===== config.mk =====
export PLATFORM = sky130hd
export DESIGN_NAME = pwm_led_bank_flat
export DESIGN_NICKNAME = d
export VERILOG_FILES = /design/src/rtl/pwm_led_bank_if.sv /design/src/rtl/pwm_led_bank.sv /design/src/flat_wrapper.sv
export SDC_FILE = /design/constraint.sdc
export NUM_CORES = 1
export LEC_CHECK = 0
export ABC_AREA = 1
export BUFFER_PORTS_ARGS = -buffer_cell sky130_fd_sc_hd__clkbuf_2
export CAP_MARGIN = 20
export CORE_MARGIN = 8
export CORE_UTILIZATION = 64
export CTS_BUF_LIST = sky130_fd_sc_hd__clkbuf_4 sky130_fd_sc_hd__clkbuf_8 sky130_fd_sc_hd__clkbuf_16
export CTS_CLUSTER_DIAMETER = 60
export DETAILED_ROUTE_END_ITERATION = 10
export GPL_TIMING_DRIVEN = 0
export PLACE_DENSITY_LB_ADDON = 0.12
export SYNTH_ARGS = -nofsm -noshare
export SYNTH_HDL_FRONTEND = slang
export SYNTH_SLANG_ARGS = --single-unit

===== constraint.sdc =====
create_clock -name i_clk -period 2.7 [get_ports i_clk]
set_input_delay 0.54 -clock i_clk [delete_from_list [all_inputs] [get_ports i_clk]]
set_output_delay 0.54 -clock i_clk [all_outputs]
set_load 0.01 [all_outputs]

===== src/rtl/pwm_led_bank_if.sv =====
// rtl/pwm_led_bank_if.sv - period request and per-channel write bus for pwm_led_bank
interface pwm_led_bank_if #(
  parameter int CNT_W = 8,
  parameter int CH_W  = 2
);
  logic [CNT_W-1:0] period;
  logic             wr_en;
  logic [CH_W-1:0]  wr_ch;
  logic [CNT_W-1:0] wr_duty;
  logic             wr_breathe;

  modport master (output period, wr_en, wr_ch, wr_duty, wr_breathe);
  modport slave  (input  period, wr_en, wr_ch, wr_duty, wr_breathe);
endinterface


===== src/rtl/pwm_led_bank.sv =====
// rtl/pwm_led_bank.sv - multi-channel PWM LED driver with shared period counter
// Duty and mode writes land in shadows and are applied only at period wrap.
module pwm_led_bank #(
  parameter int CHANNELS       = 4,
  parameter int CNT_W          = 8,
  parameter int PERIOD_DEFAULT = 100,
  parameter int CH_W           = (CHANNELS > 1) ? $clog2(CHANNELS) : 1
) (
  input  logic                i_clk,
  input  logic                i_rst,
  pwm_led_bank_if.slave       bus,
  output logic [CHANNELS-1:0] o_led,
  output logic                o_period_tick
);

  logic [CNT_W-1:0]    r_cnt;
  logic [CNT_W-1:0]    r_period;
  logic [CNT_W-1:0]    r_sh_duty [CHANNELS];
  logic [CNT_W-1:0]    r_duty    [CHANNELS];
  logic [CHANNELS-1:0] r_sh_mode;
  logic [CHANNELS-1:0] r_dir;          // 1 = ramping down

  logic                w_wrap;
  logic [CNT_W-1:0]    w_next_duty [CHANNELS];
  logic [CHANNELS-1:0] w_next_dir;

  assign w_wrap = (r_period <= CNT_W'(1)) || (r_cnt == r_period - CNT_W'(1));

  always_comb begin
    for (int i = 0; i < CHANNELS; i++) begin
      w_next_duty[i] = r_sh_duty[i];
      w_next_dir[i]  = r_dir[i];
      if (r_sh_mode[i]) begin
        if (r_duty[i] > r_sh_duty[i]) begin
          w_next_duty[i] = r_sh_duty[i];
          w_next_dir[i]  = 1'b1;
        end else if (!r_dir[i]) begin
          if (r_duty[i] < r_sh_duty[i]) begin
            w_next_duty[i] = r_duty[i] + CNT_W'(1);
            if (r_duty[i] + CNT_W'(1) == r_sh_duty[i]) w_next_dir[i] = 1'b1;
          end else if (r_sh_duty[i] != '0) begin
            // Already at the ceiling while heading up: turn around.
            w_next_duty[i] = r_duty[i] - CNT_W'(1);
            w_next_dir[i]  = (r_duty[i] != CNT_W'(1));
          end else begin
            w_next_duty[i] = '0;
          end
        end else begin
          if (r_duty[i] != '0) begin
            w_next_duty[i] = r_duty[i] - CNT_W'(1);
            if (r_duty[i] == CNT_W'(1)) w_next_dir[i] = 1'b0;
          end else begin
            w_next_duty[i] = '0;
            w_next_dir[i]  = 1'b0;
          end
        end
      end
    end
  end

  always_ff @(posedge i_clk) begin
    if (i_rst) begin
      r_cnt     <= '0;
      r_period  <= CNT_W'(PERIOD_DEFAULT);
      r_sh_mode <= '0;
      r_dir     <= '0;
      for (int i = 0; i < CHANNELS; i++) begin
        r_sh_duty[i] <= '0;
        r_duty[i]    <= '0;
      end
    end else begin
      for (int i = 0; i < CHANNELS; i++) begin
        if (bus.wr_en && (int'(bus.wr_ch) == i)) begin
          r_sh_duty[i] <= bus.wr_duty;
          r_sh_mode[i] <= bus.wr_breathe;
        end
      end
      if (w_wrap) begin
        r_cnt    <= '0;
        r_period <= bus.period;
        r_dir    <= w_next_dir;
        for (int i = 0; i < CHANNELS; i++) r_duty[i] <= w_next_duty[i];
      end else begin
        r_cnt <= r_cnt + CNT_W'(1);
      end
    end
  end

  always_comb begin
    for (int i = 0; i < CHANNELS; i++) o_led[i] = (r_cnt < r_duty[i]);
    o_period_tick = w_wrap;
  end

endmodule


===== src/flat_wrapper.sv =====
// flat-port wrapper written by rule: the top's interface ports become plain ports
module pwm_led_bank_flat 
#(
  parameter int CHANNELS       = 4,
  parameter int CNT_W          = 8,
  parameter int PERIOD_DEFAULT = 100,
  parameter int CH_W           = (CHANNELS > 1) ? $clog2(CHANNELS) : 1
)
  (i_clk, i_rst, o_led, o_period_tick, bus_period, bus_wr_en, bus_wr_ch, bus_wr_duty, bus_wr_breathe);
  pwm_led_bank_if #(.CNT_W(CNT_W), .CH_W(CH_W)) bus_i ();
  input  logic i_clk;
  input  logic i_rst;
  output logic [CHANNELS-1:0] o_led;
  output logic o_period_tick;
  input wire logic [$bits(bus_i.period)-1:0] bus_period;
  input wire logic [$bits(bus_i.wr_en)-1:0] bus_wr_en;
  input wire logic [$bits(bus_i.wr_ch)-1:0] bus_wr_ch;
  input wire logic [$bits(bus_i.wr_duty)-1:0] bus_wr_duty;
  input wire logic [$bits(bus_i.wr_breathe)-1:0] bus_wr_breathe;
  assign bus_i.period = bus_period;
  assign bus_i.wr_en = bus_wr_en;
  assign bus_i.wr_ch = bus_wr_ch;
  assign bus_i.wr_duty = bus_wr_duty;
  assign bus_i.wr_breathe = bus_wr_breathe;
  pwm_led_bank #(.CHANNELS(CHANNELS), .CNT_W(CNT_W), .PERIOD_DEFAULT(PERIOD_DEFAULT), .CH_W(CH_W)) u_core (.i_clk(i_clk), .i_rst(i_rst), .bus(bus_i), .o_led(o_led), .o_period_tick(o_period_tick));
endmodule

; Word level (Yosys, flattened, before mapping)
; Memory sizes are Yosys's and may differ from the RTL's.
; Index checks and enable logic that the tools add are counted.
[op_classes]
n_lt_le_gt_ge = 13
eq_ne = 16
reduce_logical = 19
addsub = 10
bitwise_logic = 8
muxes = 77
[op_table]
columns = operator, count
row1 = 8-bit 2-to-1 mux, 32
row2 = 8-bit < comparator, 8
row3 = 8-bit nonzero test, 8
row4 = 1-bit 2-to-1 mux, 45
row5 = "8-bit by 1-bit adder with 8-bit output, second input constant", 5
row6 = 8-bit equality test, 5
row7 = "8-bit by 1-bit subtractor with 8-bit output, second input constant", 5
row8 = "8-bit by 1-bit equality test with 1-bit output, second input constant", 4
row9 = 8-bit > comparator, 4
row10 = "8-bit by 1-bit inequality test with 1-bit output, second input constant", 4
row11 = "8-bit by 1-bit less-or-equal comparator with 1-bit output, second input constant", 1
row12 = 1-bit OR, 8
row13 = 2-bit AND reduction, 4
row14 = "2-bit equality test, second input constant", 2
row15 = 1-bit logical AND, 4
row16 = "2-bit by 1-bit equality test with 1-bit output, second input constant", 1
row17 = 2-bit zero test, 1
row18 = 2-bit OR reduction, 1
row19 = 1-bit logical OR, 1
[word_totals]
inputBits = 22
reg_bits = 24
memories = 2
mem_bits_rw = 64
elab_cells = 155
output_inout_bits = 5
[memory_table]
columns = name, depth, word_bits, rd, rd_clocked_by_memory_dff, write_ports, line
row1 = u_core.r_duty, 4, 8, 4, 0, 4, pwm_led_bank.sv:19  ; logic [CNT_W-1:0] r_duty [CHANNELS];
row2 = u_core.r_sh_duty, 4, 8, 4, 0, 4, pwm_led_bank.sv:18  ; logic [CNT_W-1:0] r_sh_duty [CHANNELS];

; Logic depth before layout (Yosys ltp)
[logic_depth]
word_depth = 7
mapped_depth = 17
mapped_depth_nobuf = 15

; Worst setup path before layout
; OpenSTA, ideal clock, no wires.
[synth_path]
path_type = flip-flop to output port
startpoint = memory u_core.r_duty[0][5]
endpoint = output o_led[0]
stages_incl_launch_ff = 7
arrival_time_ns = 1.771
setup_slack_ns = 0.389
n_path_buf = 1
required_ns = 2.160
path_cell_list = edfxtp_1 -> clkbuf_1 -> inv_1 -> ha_1 -> a21oi_1 -> nor2_1 -> a2111oi_0
[synth_rtl]
columns = element, line
row1 = "start, declared", pwm_led_bank.sv:19
row2 = "end, declared", flat_wrapper.sv:13  ; output logic [CHANNELS-1:0] o_led;

==> flow_summary.yaml <==
power:
  p_leak_uw: 0.00394
  power_density_mw_per_mm2: 414
  ir_drop_mv: 0.463
  finalPower_uw: 3380
global_routing:
  grt_usage: 0.250
  grt_pass1_wl_um: 31800
  antenna_found_initial: 0
  grt_remaining_overflow: 0
  grt_pass1_vias: 6439
  grt_max_degree: 42
cts:
  cts_sinks: 88
  ctsLongestPathBuffers: 2
  clk_pin_slew_worst_paths_ns: 0.07
  htreeDepth: 3
  cts_root_buf: "clkbuf_16"
  clock_latency_ns: 0.35
  cts_made_buffers: 9
  cts_tree: "yes"
logic_synthesis:
  yosysWarnings: 0
  synth_area_leaders: "edfxtp_1, ha_1, nand2_1"
  seq_area_frac_synth: 0.321
  ys_ff_latch: 88
  synth_top_area_frac: 0.256
  synth_largest_area_cell: "edfxtp_1"
  syn-num-nets: 1161
  synthesis.instances: 1060
  syn_area_mm2: 0.00749
  ys_types: 37
  syn-mean-instance-area_um2: 7.07
finish:
  layout.nets: 1206
  drive_above_1_share: 0.0928
  final_area_mm2: 0.00818
  area_delta_synth_final_pct: 9.15
  stdcell_count: 1253
  final_common_cell: "nand2_1"
  n_antenna_cell: 0
  layout_common_cells: "nand2_1, nor2_1, inv_1"
place:
  port_buffers: 26
  hpwlAfterDp_um: 14500
  dp_slack_ns: -0.157
  place_inst: 1229
  postPlaceCellArea_mm2: 0.00780
  finalWeightedCongestion: 0.959
floorplanning:
  rows: 39
  io_pins: 27
  die_w_um: 124
  die_h_um: 124
  coreArea_mm2: 0.0114
  start_util: 0.656
  dieArea_mm2: 0.0154
timing:
  clock.fmax_ghz: 0.384
  final_max_slew_viol_count: 0
  hold_viol: 0
  post-route-period-util: 0.965
  fin_worst_skew_ns: 0.00558
  worst_slew_pin_slew_ns: 0.598
  grt_setup_unrepaired: "false"
  finalSetupViolCount: 0
  fin_ws_ns: 0.0948
  timing.slew.headroom: 0.601
  fin_crit_ns: 2.61
detailed_routing:
  wl_per_cell_um: 15.7
  drt_iter0_markers: 715
  viasPerCell: 5.62
  ant_nets: 0
  first_pass_iters: 5
  drt_wl_total_um: 19600
  drc: 0
  via_count: 7038
critical_path:
  critPathKind: "flip-flop to output pin"
  start_kind: "flip-flop"
  cp_max_fo: 8
  required_ns: 2.16
  critPathArrivalTime_ns: 2.07
  end_kind: "output pin"
job:
  cap_violations: 0
status:
  outcome: "finished, final reports clean"
worst_hold_path:
  min_path_type: "input pin to flip-flop"
-- logic make-up (layout without fill, tap and decap cells) --
kind of cell             count (synthesis)  count (layout)  share of synthesized area
adder cells (fa/ha/maj)                 79              79                      0.132
buffers and inverters                  155             205                     0.0833
AO/OA/AOI/OAI                          126             126                     0.0968
XOR/XNOR                                42              42                     0.0491
flip-flops                              88              88                      0.321
AND/OR/NAND/NOR                        570             570                      0.318
-- cells in the mapped netlist --
master     number
buf_4           1
a21boi_0        2
nor3_1         14
o31ai_1         1
a31oi_1         1
o22ai_1         1
nand3b_1        4
dfxtp_1        24
a21oi_1        46
o21ai_1         2
nand2_2         3
o21bai_1        3
a2111oi_0       2
a21oi_2        14
clkbuf_1        4
xnor2_1         7
or2_2           3
buf_2           4
nor2_4          1
xor2_1         35
o211ai_1        4
o21a_1          3
and2_1          2
inv_2           4
buf_1           1
nor3_2          1
nand3_1        76
ha_1           79
o21ai_0        47
nor2_2          7
nor2_1        170
buf_6           3
buf_8           1
inv_1         137
edfxtp_1       64
nand2_1       262
nand4_1        27
-- report_power, final --
| part | switching, µW | total (µW) | leakage [µW] | internal (µW) |
|---|---|---|---|---|
| Clock | 585 | 1220 | 0.000133 | 635 |
| Combinational | 382 | 579 | 0.00297 | 197 |
| Sequential | 75.9 | 1580 | 0.000842 | 1510 |
| Total | 1040 | 3380 | 0.00394 | 2340 |
-- state kept, by name (all words and copies together) (netlist names) --
signal / flops
u_core.r_period: 8
u_core.r_sh_duty: 32
u_core.r_sh_mode: 4
u_core.r_dir: 4
u_core.r_duty: 32
u_core.r_cnt: 8
-- what timing repair did --
item,CTS,global route
setup buffers,0,8
pin swaps,0,1
endpoints found under the setup margin,43,51
cloned,0,0
hold buffers,0,0
gates resized for setup,4,15
hold endpoints to repair,0,0
-- final timing paths --
check,cells after the start,from,endpoint,slack [ns]
setup / recovery,7,u_core.r_duty[0][5]$_SDFFCE_PN0P_,o_led[0],0.09
hold / removal,3,bus_period[3],u_core.r_period[3]$_SDFFE_PP0P_,0.39
setup reg to reg,12,u_core.r_duty[2][5]$_SDFFCE_PN0P_,u_core.r_duty[2][1]$_SDFFCE_PN0P_,0.21
hold reg to reg,2,u_core.r_period[6]$_SDFFE_PP1P_,u_core.r_period[6]$_SDFFE_PP1P_,0.49
-- per-stage QoR --
stage	hold WS [ns]	utilization	setup TNS (ns)
after global routing	0.394	0.716	0
after global placement	0.473	0.683	-5.17
after floorplan	0.455	-	0
after CTS	0.383	0.709	0
final	0.386	0.716	0
after detailed placement	0.480	0.683	-4.96
-- critical path, cell delays in order (launching register included) --
cell       delay, ns
edfxtp_1        0.42
clkbuf_2        0.19
inv_1           0.13
ha_1            0.25
a21oi_1         0.15
nor2_1          0.05
a2111oi_1       0.33
clkbuf_2        0.20
-- metal layers --
| layer | routed length (µm) | global-route usage | vias up |
|---|---|---|---|
| met3 | 1230 | 0.0302 | 40 |
| met2 | 9010 | 0.402 | 263 |
| met1 | 8790 | 0.329 | 3160 |
| met4 | 615 | 0.113 | 0 |
| met5 | 0 | 0 | - |
| li1 | - | - | 3575 |
-- final cells by class --
cell class	count	area (µm²)
Timing Repair Buffer	34	196
Inverter	141	529
Clock buffer	9	225
Clock inverter	7	55.1
Fill cell	995	3240
Multi-Input combinational cell	817	4480
Sequential cell	88	2410
Tap cell	143	179
Buffer	14	104
(Power assumes the default switching activity.)
